<file path="config.mk">
export PLATFORM = sky130hd
export DESIGN_NAME = cv32e40x_div_sequencer
export DESIGN_NICKNAME = d
export VERILOG_FILES = /design/src/rtl/cv32e40x_div_sequencer.sv
export SDC_FILE = /design/constraint.sdc
export NUM_CORES = 1
export LEC_CHECK = 0
export CELL_PAD_IN_SITES_DETAIL_PLACEMENT = 0
export CELL_PAD_IN_SITES_GLOBAL_PLACEMENT = 2
export CORE_AREA = 2 2 187 189
export CTS_CLUSTER_SIZE = 12
export DETAILED_ROUTE_END_ITERATION = 8
export DIE_AREA = 0 0 189 191
export DONT_BUFFER_PORTS = 1
export PLACE_DENSITY = 0.72
export SYNTH_ARGS = -nofsm -noshare
export SYNTH_HDL_FRONTEND = slang
export SYNTH_SLANG_ARGS = --single-unit
export TNS_END_PERCENT = 30
</file>
<file path="constraint.sdc">
create_clock -name clk -period 5.2 [get_ports clk]
set_input_delay 1.04 -clock clk [delete_from_list [all_inputs] [get_ports clk]]
set_output_delay 1.04 -clock clk [all_outputs]
set_load 0.03 [all_outputs]
</file>
<file path="src/rtl/cv32e40x_div_sequencer.sv">
// cv32e40x_div_sequencer: radix-2 restoring RV32M divider sequencer; optional corner-case fast path under CV32E40X_DIV_FASTPATH_EN
module cv32e40x_div_sequencer (
  input  logic        clk,
  input  logic        rst,
  input  logic        valid_i,
  output logic        ready_o,
  input  logic [31:0] op_a_i,
  input  logic [31:0] op_b_i,
  input  logic [1:0]  div_operator_i,
  input  logic        kill_i,
  output logic        valid_o,
  input  logic        ready_i,
  output logic [31:0] result_o,
  output logic        busy_o
);
  typedef enum logic [2:0] {IDLE, INIT, ITER, SIGN, DONE} state_e;
  state_e      state;
  logic [1:0]  operator_q;
  logic        sign_a_q, sign_b_q, divzero_q;
  logic [31:0] b_q;
  logic [63:0] rq;
  logic [5:0]  cnt_q;
  logic        is_signed, is_rem, sa, sb, ge;
  logic [31:0] a_mag, b_mag, diff, quo_s, rem_s;
  // operator encoding follows div_opcode_e: bit0 = signed, bit1 = remainder
  assign is_signed = operator_q[0];
  assign is_rem    = operator_q[1];
  assign sa        = is_signed & rq[31];
  assign sb        = is_signed & b_q[31];
  assign a_mag     = sa ? -rq[31:0] : rq[31:0];
  assign b_mag     = sb ? -b_q : b_q;
  // shifted partial remainder is 33 bits wide; a successful subtract always fits back in 32
  assign ge        = rq[63:31] >= {1'b0, b_q};
  assign diff      = rq[62:31] - b_q;
  assign quo_s     = (sign_a_q ^ sign_b_q) && !divzero_q ? -rq[31:0] : rq[31:0];
  assign rem_s     = sign_a_q ? -rq[63:32] : rq[63:32];
  assign ready_o   = state == IDLE;
  assign valid_o   = state == DONE;
  assign busy_o    = state != IDLE;
`ifdef CV32E40X_DIV_FASTPATH_EN
  logic fast_zero, fast_ovf;
  assign fast_zero = b_q == 32'd0;
  assign fast_ovf  = is_signed && rq[31:0] == 32'h8000_0000 && b_q == 32'hFFFF_FFFF;
`endif
  // sequencer FSM: capture, normalise signs, iterate one quotient bit per cycle, fix signs, hold result
  always_ff @(posedge clk) begin
    if (rst) begin
      state      <= IDLE;
      operator_q <= '0;
      sign_a_q   <= 1'b0;
      sign_b_q   <= 1'b0;
      divzero_q  <= 1'b0;
      b_q        <= '0;
      rq         <= '0;
      cnt_q      <= '0;
      result_o   <= '0;
    end else if (kill_i && state != IDLE) begin
      state <= IDLE;
    end else begin
      case (state)
        IDLE: if (valid_i && !kill_i) begin
          operator_q <= div_operator_i;
          rq         <= {32'd0, op_a_i};
          b_q        <= op_b_i;
          state      <= INIT;
        end
        INIT: begin
          sign_a_q  <= sa;
          sign_b_q  <= sb;
          divzero_q <= b_q == 32'd0;
          cnt_q     <= 6'd32;
          rq        <= {32'd0, a_mag};
          b_q       <= b_mag;
          state     <= ITER;
`ifdef CV32E40X_DIV_FASTPATH_EN
          if (fast_zero || fast_ovf) begin
            result_o <= fast_zero ? (is_rem ? rq[31:0] : 32'hFFFF_FFFF) : (is_rem ? 32'd0 : 32'h8000_0000);
            state    <= DONE;
          end
`endif
        end
        ITER: begin
          rq    <= ge ? {diff, rq[30:0], 1'b1} : {rq[62:0], 1'b0};
          cnt_q <= cnt_q - 6'd1;
          if (cnt_q == 6'd1) state <= SIGN;
        end
        SIGN: begin
          result_o <= is_rem ? rem_s : quo_s;
          state    <= DONE;
        end
        DONE: if (ready_i) state <= IDLE;
        default: state <= IDLE;
      endcase
    end
  end
endmodule
</file>
==> results of run 1 <==
[metrics by stage]
stage	setup slack [ps]	std cells	total power, mW
final	1420	1796	3.01
after global routing	1180	1792	3.15
after CTS	1380	1792	3.03
after detailed placement	1400	1760	1.83
after global placement	1580	1760	1.83
after floorplan	2220	1387	1.67
[per-layer routing]
layer  up-vias  wire (um)  global-route usage (%)  share of wire, %
met3        30       2000                    4.30               5.3
met4         0        574                    4.78               1.5
met2       240      17200                    33.7                46
li1       4893          -                       -                 -
met5         -          0                       0                 0
met1      4721      17700                    27.6                47
[sequential cells by signal (all words and copies together) (netlist names)]
register and count:
rq 64, b_q 32, result_o 32, cnt_q 6
state 3, operator_q 2, divzero_q 1, sign_a_q 1
sign_b_q 1
[cell type report]
type | count | area, um2 | area share (%)
multi-input cells | 1095 | 6770 | 61.2
flip-flops and latches | 142 | 2840 | 25.7
well taps | 455 | 569 | 5.14
clock buffers | 17 | 425 | 3.84
inverters | 50 | 188 | 1.70
repair buffers | 18 | 135 | 1.22
clock inverters | 15 | 129 | 1.16
diodes | 4 | 10.0 | 0.0904
[final timing paths]
path,end,startpoint
min reg2reg,sign_b_q,sign_b_q
max,rq[39],b_q[1]
max reg2reg,rq[39],b_q[1]
min,sign_b_q,sign_b_q
[cells in the final DEF (no fill, tap or decap), types with 12 or more instances in the layout]
master     Yosys  routed
xor2_1        46      46
buf_4          0      18
a21oi_1      118     118
or3_1         12      12
dfxtp_1      142     141
a222oi_1      19      19
clkbuf_16      0      17
nor3_1        70      69
inv_1         50      50
a21o_1        13      13
ha_1          37      37
o211ai_1      30      30
o31ai_1       14      14
nor2_1       162     160
a211oi_1      14      14
xnor2_1       47      47
nand3_1       20      20
mux2i_1       29      29
a221oi_1      19      19
o21ai_0       97      97
nand2_1      171     171
nor4_1        15      15
[logic make-up (layout without fill, tap and decap cells)]
| group | count (synthesis) | in the layout |
|---|---|---|
| simple gates | 534 | 534 |
| mux | 29 | 29 |
| compound gates | 401 | 401 |
| xor+xnor | 93 | 93 |
| flops | 142 | 142 |
| fa+ha+maj | 38 | 38 |
| buf+inv | 150 | 100 |
| other cells | 0 | 4 |
[report_power, final]
part / total, mW / switching [mW] / internal, mW
sequential: 1.17 / 0.0534 / 1.12
clock: 1.20 / 0.578 / 0.625
combinational: 0.629 / 0.384 / 0.244
total: 3.01 / 1.02 / 1.99
[critical path: stages (launching register included)]
cell and delay [ps]:
dfxtp_1 410, inv_1 110, ha_1 290, nor2b_1 210
o31ai_1 100, a21oi_1 260, nor4b_1 460, o31ai_1 170
o31a_1 330, a41oi_4 460, buf_4 500, mux2i_1 260
o21ai_0 90
==> impl_results.md, run 1 <==
* Status: complete, no violations
* Clk buf depth at 2
* H-tree levels at 4
* Post-synth top area share at between 20 and 30%
* DP Area at ~11,000 um2
* Async SR Flop Fraction at 0%
* Synthesized area at between 10,000 and 15,000 um2
* Setup crit end kind: flop
* # hold bufs at CTS at 0
* Crit path max fanout at 25
* Relative slew margins at a little over a quarter
* Worst vdd ir at 0.230 mV
* Largest net degree at the start of global routing at between 100 and 150
* CTS root buffer: clkbuf_16
* Final WL at 37.4 mm
* Max cap viols at 0
* Adder-cell area share of the yosys netlist at under 10%
* Syn Nets at ~1,500
* Endpoints failing setup at 0
* Synth area leaders: dfxtp_1, nand2_1, nor2_1, a21oi_1, o21ai_0
* Final core utilization at between 30% and 40%
* Synth Warn # at 0
* Post-Syn Instances at about 1,400
* Top cells by instance count after synthesis: nand2_1, nor2_1, dfxtp_1, a21oi_1, o21ai_0
* Die width at 189 um
* Clock sinks at between 100 and 150
* Max Fclk at about 0.26 GHz
* Post-Synth XOR/XNOR Area at about 8%
* DRC at 0
* First-pass GRT wire length at around 57 mm
* Post-synthesis compound-gate area fraction at 25.9%
* Port Buf Inserts at 0
* Initial antenna violation count at 4
* Count leader, synth: nand2_1
* RSZ-0062 raised after global routing: false
* Post-synth EDFFs at 0
* Die H at between 150 and 200 um
* Synth area leader: dfxtp_1
* CP Class: reg2reg
* DP HPWL at between 20 and 30 mm
* Vias/cell at roughly 5.5
* Setup TNS at 0 ps
* Critical Path RT at between 5000 and 6000 ps
* Period utilisation layout at a little over 70%
* Drt pass-1 iters at 8
* CP startpoint kind: flop
* Fraction of layout instances using a drive strength above 1 at under 10%
* Filler instances at roughly 3,700
* Initial detailed-routing violation count at roughly 750
* Die ar. at 36,100 um2
* Final ANT Viol Nets at 0
* Nets@finish at about 1,400
* Final instance area at 11,100 um2
* Critical path arrival at 4100 ps
* Syn-to-layout area delta at 9.13%
* Routed wire per std cell at between 20 and 25 um
* Syn Area/Cell at roughly 7.3 um2
* Multiplexer area fraction after synthesis at 2.86%
* Worst-margin pin slew at ~1100 ps
* Remaining Overflow, GRT at 0
* Flop2flop setup slack at 1420 ps
* Hold slack at approximately 510 ps
* Vias in the first global route at ~9,400
* Worst hold-check path type: reg2reg
* Primary FF master, synth: dfxtp_1
* Worst reg2reg path depth at 12
* Crit path time final at 3780 ps
* Lkg Pwr at between 4 and 5 nW
* Post-CTS setup buffer count at 0
* GP Congestion at 0.871
* Insertion delay to the later sink of the worst-skew pair at 440 ps
* Post-synthesis simple-gate area fraction at approximately a quarter
* TritonCTS clock tree: yes
* Core Footprint at about 34,000 um2
* Worst Skew at between 10 and 15 ps
* CTS clk-pin slew, worst paths at about 70 ps
* Initial core utilization at 29.7%
* Cts bufs inserted at 17
* Post-CTS sizing at 0
* Largest family of logic cells by synthesized area: compound AO/OA/AOI/OAI gates
* Global Route Usage Sum at 20.6%
* Synth cell types at 75
* Cell Pwr Density at approximately 270 nW/um2
* Hold Path Depth at 2
* #FFs+latches synth at 142
* Io pins at between 100 and 150
* Post-synthesis sequential area ratio at between 20% and 30%
* Slew Limit Fails at 0
* Vias at between 9,000 and 10,000
* Final Hold Fails at 0
* Core Rows at 68
Power figures use the tool's default switching activity.
==> run 2, diff against run 1 <==
--- a/config.mk
+++ b/config.mk
@@ -12,7 +12,7 @@
 export DETAILED_ROUTE_END_ITERATION = 8
 export DIE_AREA = 0 0 189 191
 export DONT_BUFFER_PORTS = 1
-export PLACE_DENSITY = 0.72
+export PLACE_DENSITY = 0.74
 export SYNTH_ARGS = -nofsm -noshare
 export SYNTH_HDL_FRONTEND = slang
 export SYNTH_SLANG_ARGS = --single-unit
==> constraint.sdc (replaced) <==
create_clock -name clk -period 3.2 [get_ports clk]
set_input_delay 0.64 -clock clk [delete_from_list [all_inputs] [get_ports clk]]
set_output_delay 0.64 -clock clk [all_outputs]
set_load 0.03 [all_outputs]
==> run 2 against run 1 <==
Compared with the run above:
- combinational power increased by 92%
- clock-buffer cell count is 2 higher
- routed wire length down 0.37%
- setup slack worse by 1300 ps
- hold slack worse by 230 ps
- die area unchanged
- sequential share of layout area decreased by 1.5 points
==> impl_results.md, run 2 (synthesis gave the netlist of run 1 again) <==
* Max cap viols at 0 (unchanged)
* Worst Skew at 17.1 ps (+5.30 ps)
* Final Hold Fails at 0 (unchanged)
* Port Buf Inserts at 0 (unchanged)
* Overall power at 5.05 mW (+68%)
* Syn-to-layout area delta at 15.9%
* Relative slew margins at 18.2% (-8.3 points)
* DRC at 0 (unchanged)
* Io pins at 106 (unchanged)
* Nets@finish at 1,507 (+5.2%)
* Final WL at 37.3 mm (-0.37%)
* Hold Path Depth at 1 (-1)
* Global Route Usage Sum at 20.4% (-0.21 points)
* Clk buf depth at 2 (unchanged)
* CTS clk-pin slew, worst paths at 70 ps (about the same)
* Crit path time final at 3130 ps (-653 ps)
* Crit path max fanout at 4 (-84%)
* Core Rows at 68 (unchanged)
* Cts bufs inserted at 17 (unchanged)
* Remaining Overflow, GRT at 0 (unchanged)
* TritonCTS clock tree: yes
* FF/Latch Area at 2850 um2 (+0.22%)
* Dpl cells at 1,830 (+4.0%)
* Worst reg2reg path depth at 12 (unchanged)
* Final instance area at 11,800 um2 (+6.2%)
* Lkg Pwr at 4.50 nW (+10%)
* CP startpoint kind: flop
* Worst-margin pin slew at 1220 ps (+129 ps)
* # hold bufs at CTS at 0 (unchanged)
* Clock sinks at 142 (unchanged)
* Filler instances at 3,699 (+0.38%)
* Slew Limit Fails at 0 (unchanged)
* Critical Path RT at 3590 ps (-1930 ps)
* Initial core utilization at 29.7% (unchanged)
* Vias at 10,105 (+2.2%)
* Initial antenna violation count at 1 (-3)
* Largest register FFs at 64 (unchanged)
* Max Fclk at 0.320 GHz (+21%)
* Vias in the first global route at 9,293 (-1.3%)
* Largest net degree at the start of global routing at 113 (unchanged)
* Die H at 191 um (unchanged)
* Cell Pwr Density at 429 nW/um2 (+58%)
* Multi-input gate area at 6850 um2 (+1.1%)
* Insertion delay to the later sink of the worst-skew pair at 450 ps (about the same)
* Critical path arrival at 3520 ps (-580 ps)
* Most frequent cells in the layout: nand2_1, nor2_1, dfxtp_1, a21oi_1, o21ai_0
* Flop2flop setup slack at 70 ps (-1350 ps)
* CP Class: reg2reg
* RSZ-0062 raised after global routing: true
* CTS root buffer: clkbuf_16
* Routed wire per std cell at 20.0 um (-4.1%)
* Worst vdd ir at 0.382 mV (+66%)
* Core Footprint at 34,100 um2 (unchanged)
* Hold slack at 271 ps (-234 ps)
* Top flop regs: rq (64), b_q (32), result_o (32)
* Fraction of layout instances using a drive strength above 1 at 12.5% (+6.3 points)
* H-tree levels at 4 (unchanged)
* Worst hold-check path type: in2reg
* Biggest register: rq
* Drt pass-1 iters at 5 (-3)
* DP HPWL at 27.7 mm (+2.5%)
* Status: complete, no violations
* DP Area at 11,100 um2 (+5.3%)
* Endpoints failing setup at 0 (unchanged)
* Vias/cell at 5.42 (-1.6%)
* Setup crit end kind: flop
* Period utilisation layout at 97.7% (+25 points)
* First-pass GRT wire length at 56.7 mm (-1.2%)
* Setup TNS at 0 ps (unchanged)
* Leading cell type in the layout, fill and taps excluded: nand2_1
* Final ANT Viol Nets at 0 (unchanged)
* Die ar. at 36,100 um2 (unchanged)
* Finished Layout Cells at 1,866 (+3.9%)
* Die width at 189 um (unchanged)
* GP Congestion at 0.864 (-0.77%)
* Initial detailed-routing violation count at 913 (+21%)
[run 2: where the power goes]
group / internal (mW) / leakage [nW] / switching, mW / total [mW]
Sequential: 1.82 / 1.15 / 0.0752 / 1.90
Clock: 1.05 / 0.269 / 0.900 / 1.95
Combinational: 0.512 / 3.08 / 0.694 / 1.21
[run 2: final timing paths]
| check | from | end |
|---|---|---|
| max | b_q[3] | rq[44] |
| min | kill_i | state[2] |
| max reg2reg | b_q[3] | rq[44] |
| min reg2reg | b_q[0] | b_q[0] |
[run 2: through the flow]
stage                     worst slack (ps)  utilization [%]
final                                 73.0             34.5
after global placement                -244             32.4
after CTS                             40.2             34.1
after detailed placement              -278             32.4
after global routing                 -18.6             34.5
after floorplan                        218                -
[run 2: what timing repair did]
item | 4_1_cts | 5_1_grt
pin swaps | 0 | 4
gates resized for setup | 3 | 25
endpoints found under the hold margin | 0 | 0
setup buffers | 0 | 3
endpoints found under the setup margin | 33 | 35
gates cloned | 0 | 1
[run 2: layout make-up]
cell class                      instances  share of cell area (%)
Clock inverter                         12                   0.862
Clock buffer                           19                    3.85
Timing Repair Buffer                   92                    6.40
Sequential cell                       142                    24.2
Tap cell                              455                    4.84
Inverter                               50                    1.60
Multi-Input combinational cell       1095                    58.2
Antenna cell                            1                  0.0213
[run 2: critical path, stage by stage (launching register included)]
cell,delay (ps)
dfxtp_1,360
inv_1,70
ha_1,300
o21a_1,140
o31ai_1,100
a21oi_2,270
nor4b_4,320
o31ai_2,90
buf_4,150
o31a_1,290
a41oi_4,280
or4b_2,620
nand3_1,80
[run 2: per-layer routing]
| layer | track usage, % | part of all wire [%] | wire (um) |
|---|---|---|---|
| met3 | 4.15 | 6.1 | 2280 |
| met2 | 32.5 | 45 | 16900 |
| met1 | 28.4 | 48 | 17800 |
| met4 | 3.70 | 1.0 | 388 |
| met5 | 0 | 0 | 0 |
==> run 3, diff against run 2 <==
--- a/config.mk
+++ b/config.mk
@@ -5,14 +5,16 @@
 export SDC_FILE = /design/constraint.sdc
 export NUM_CORES = 1
 export LEC_CHECK = 0
+export ABC_CLOCK_PERIOD_IN_PS = 3200
 export CELL_PAD_IN_SITES_DETAIL_PLACEMENT = 0
 export CELL_PAD_IN_SITES_GLOBAL_PLACEMENT = 2
-export CORE_AREA = 2 2 187 189
+export CORE_AREA = 8 8 193 195
 export CTS_CLUSTER_SIZE = 12
 export DETAILED_ROUTE_END_ITERATION = 8
-export DIE_AREA = 0 0 189 191
+export DIE_AREA = 0 0 201 203
 export DONT_BUFFER_PORTS = 1
 export PLACE_DENSITY = 0.74
+export RECOVER_POWER = 25
 export SYNTH_ARGS = -nofsm -noshare
 export SYNTH_HDL_FRONTEND = slang
 export SYNTH_SLANG_ARGS = --single-unit
==> run 3 against run 2 <==
Compared with the run above:
- clock skew rose by 1.8 ps
- largest power group unchanged
- hold slack improved by 12 ps
- utilization fell by 0.073 points
- highest routed layer unchanged
- non-clock buffer count rose by 4
- critical path depth did not move
- combinational power barely moved
- critical endpoint is now rq[63]
==> impl_results.md, run 3 (synthesis gave the netlist of run 1 again) <==
* Worst reg2reg path depth at 12 (unchanged)
* Fraction of layout instances using a drive strength above 1 at 11.9% (-0.61 points)
* Routed wire per std cell at 20.5 um (+2.4%)
* Largest register FFs at 64 (unchanged)
* Core Rows at 68 (unchanged)
* DP HPWL at 29.0 mm (+4.8%)
* Vias in the first global route at 9,578 (+3.1%)
* Final ANT Viol Nets at 0 (unchanged)
* Leading cell type in the layout, fill and taps excluded: nand2_1
* CTS root buffer: clkbuf_16
* Vias/cell at 5.47 (+0.99%)
* GP Congestion at 0.863 (-0.10%)
* Hold Path Origin: kill_i
* Worst-margin pin slew at 1420 ps (+197 ps)
* Die ar. at 40,800 um2 (+13%)
* Largest net degree at the start of global routing at 113 (unchanged)
* Syn-to-layout area delta at 15.7%
* Finished Layout Cells at 1,870 (+0.21%)
* Ant diodes at 0 (-1)
* Worst Skew at 18.9 ps (+1.76 ps)
* Remaining Overflow, GRT at 0 (unchanged)
* Lkg Pwr at 4.50 nW (about the same)
* Flop2flop setup slack at 130 ps (+60 ps)
* Top flop regs: rq (64), b_q (32), result_o (32)
* Overall power at 5.10 mW (+0.88%)
* Drt pass-1 iters at 5 (unchanged)
* Critical Path RT at 3520 ps (-70 ps)
* Max Fclk at 0.326 GHz (+1.9%)
* Setup crit end kind: flop
* DRC at 0 (unchanged)
* Cell Pwr Density at 434 nW/um2 (+1.1%)
* Max cap viols at 0 (unchanged)
* Slew Limit Fails at 0 (unchanged)
* Post-CTS setup buffer count at 0 (unchanged)
* Insertion delay to the later sink of the worst-skew pair at 440 ps (about the same)
* Biggest register: rq
* CP Class: reg2reg
* Nets@finish at 1,511 (+0.27%)
* Cts bufs inserted at 17 (unchanged)
* Crit path time final at 3070 ps (-57.7 ps)
* Core Footprint at 34,100 um2 (unchanged)
* Die H at 203 um (+6.3%)
* Initial antenna violation count at 0 (-1)
* RSZ-0062 raised after global routing: false
* Worst R2R End: rq[63]
* Setup TNS at 0 ps (unchanged)
* Status: complete, no violations
* Initial detailed-routing violation count at 902 (-1.2%)
* Hold Path Depth at 1 (unchanged)
* Relative slew margins at 5.39% (-13 points)
* Crit path max fanout at 3 (-1)
* R2r startpoint: b_q[1]
* Port Buf Inserts at 0 (unchanged)
* Global Route Usage Sum at 18.2% (-2.1 points)
* Hold slack at 282 ps (+11.7 ps)
* H-tree levels at 4 (unchanged)
* Die width at 201 um (+6.3%)
* Period utilisation layout at 95.9% (-1.8 points)
* Critical path arrival at 3390 ps (-130 ps)
* Endpoints failing setup at 0 (unchanged)
* Vias at 10,227 (+1.2%)
* Io pins at 106 (unchanged)
* Final Hold Fails at 0 (unchanged)
* Clk buf depth at 2 (unchanged)
* Final WL at 38.3 mm (+2.7%)
* Hold EP: state[2]
* Dpl cells at 1,838 (+0.44%)
* Pre-CTS WS at 123 ps (+401 ps)
* Worst vdd ir at 0.390 mV (+2.2%)
* Clock sinks at 142 (unchanged)
* Worst hold-check path type: in2reg
* Post-route setup slack at 131 ps (+57.7 ps)
* First-pass GRT wire length at 59.0 mm (+4.1%)
* Initial core utilization at 29.7% (unchanged)
* CTS clk-pin slew, worst paths at 70 ps (about the same)
* Most frequent cells in the layout: nand2_1, nor2_1, dfxtp_1, a21oi_1, o21ai_0
* CP startpoint kind: flop
* TritonCTS clock tree: yes
-- run 3: how the worst max path moves through the flow --
stage | startpoint | to | slack (ps)
floorplan | b_q[1] | rq[50] | 220
CTS | b_q[1] | rq[62] | 100
finish | b_q[1] | rq[63] | 130
global placement | b_q[1] | b_q[30] | 120
global route | b_q[17] | rq[40] | 1
detailed placement | b_q[1] | b_q[30] | 120
-- run 3: through the flow --
step           area (um2)  util (%)
3_3_place_gp        11100      32.6
2_1_floorplan       10100         -
4_1_cts             11700      34.3
5_1_grt             11700      34.4
6_report            11700      34.4
3_5_place_dp        11100      32.6
-- run 3: layout make-up --
cell class                 count  area, um2
fill                        3688      22400
timing repair buffer          96        736
clock buffer                  18        439
inverter                      50        188
multi-input combinational   1095       6820
sequential                   142       2850
clock inverter                14        140
tap                          455        569
-- run 3: routing by layer --
metal / global-route usage, % / wire (um) / up-vias
met1: 25.5 / 18200 / 4906
li1: - / - / 5036
met4: 4.05 / 531 / 0
met2: 28.6 / 17400 / 259
met3: 3.44 / 2240 / 26
met5: 0 / 0 / -
-- run 3: power by group --
part           internal [mW]  switching, mW
combinational          0.497          0.684
clock                   1.06          0.957
sequential              1.82         0.0759
total                   3.38           1.72
-- run 3: timing repair --
item                                    4_1_cts  5_1_grt
hold endpoints to repair                      0        0
gates resized for setup                       0       15
hold buffers                                  0        0
endpoints found under the setup margin        0       34
-- run 3: worst max-delay path, cell delays in order (launching register included) --
cell and delay, ps:
dfxtp_1 340, inv_2 60, ha_1 290, nor2b_1 160
o31a_1 280, o21ai_0 280, o31a_1 250, o41ai_1 90
buf_4 160, a221o_1 400, a311oi_1 390, xor2_1 170
o21ai_0 80
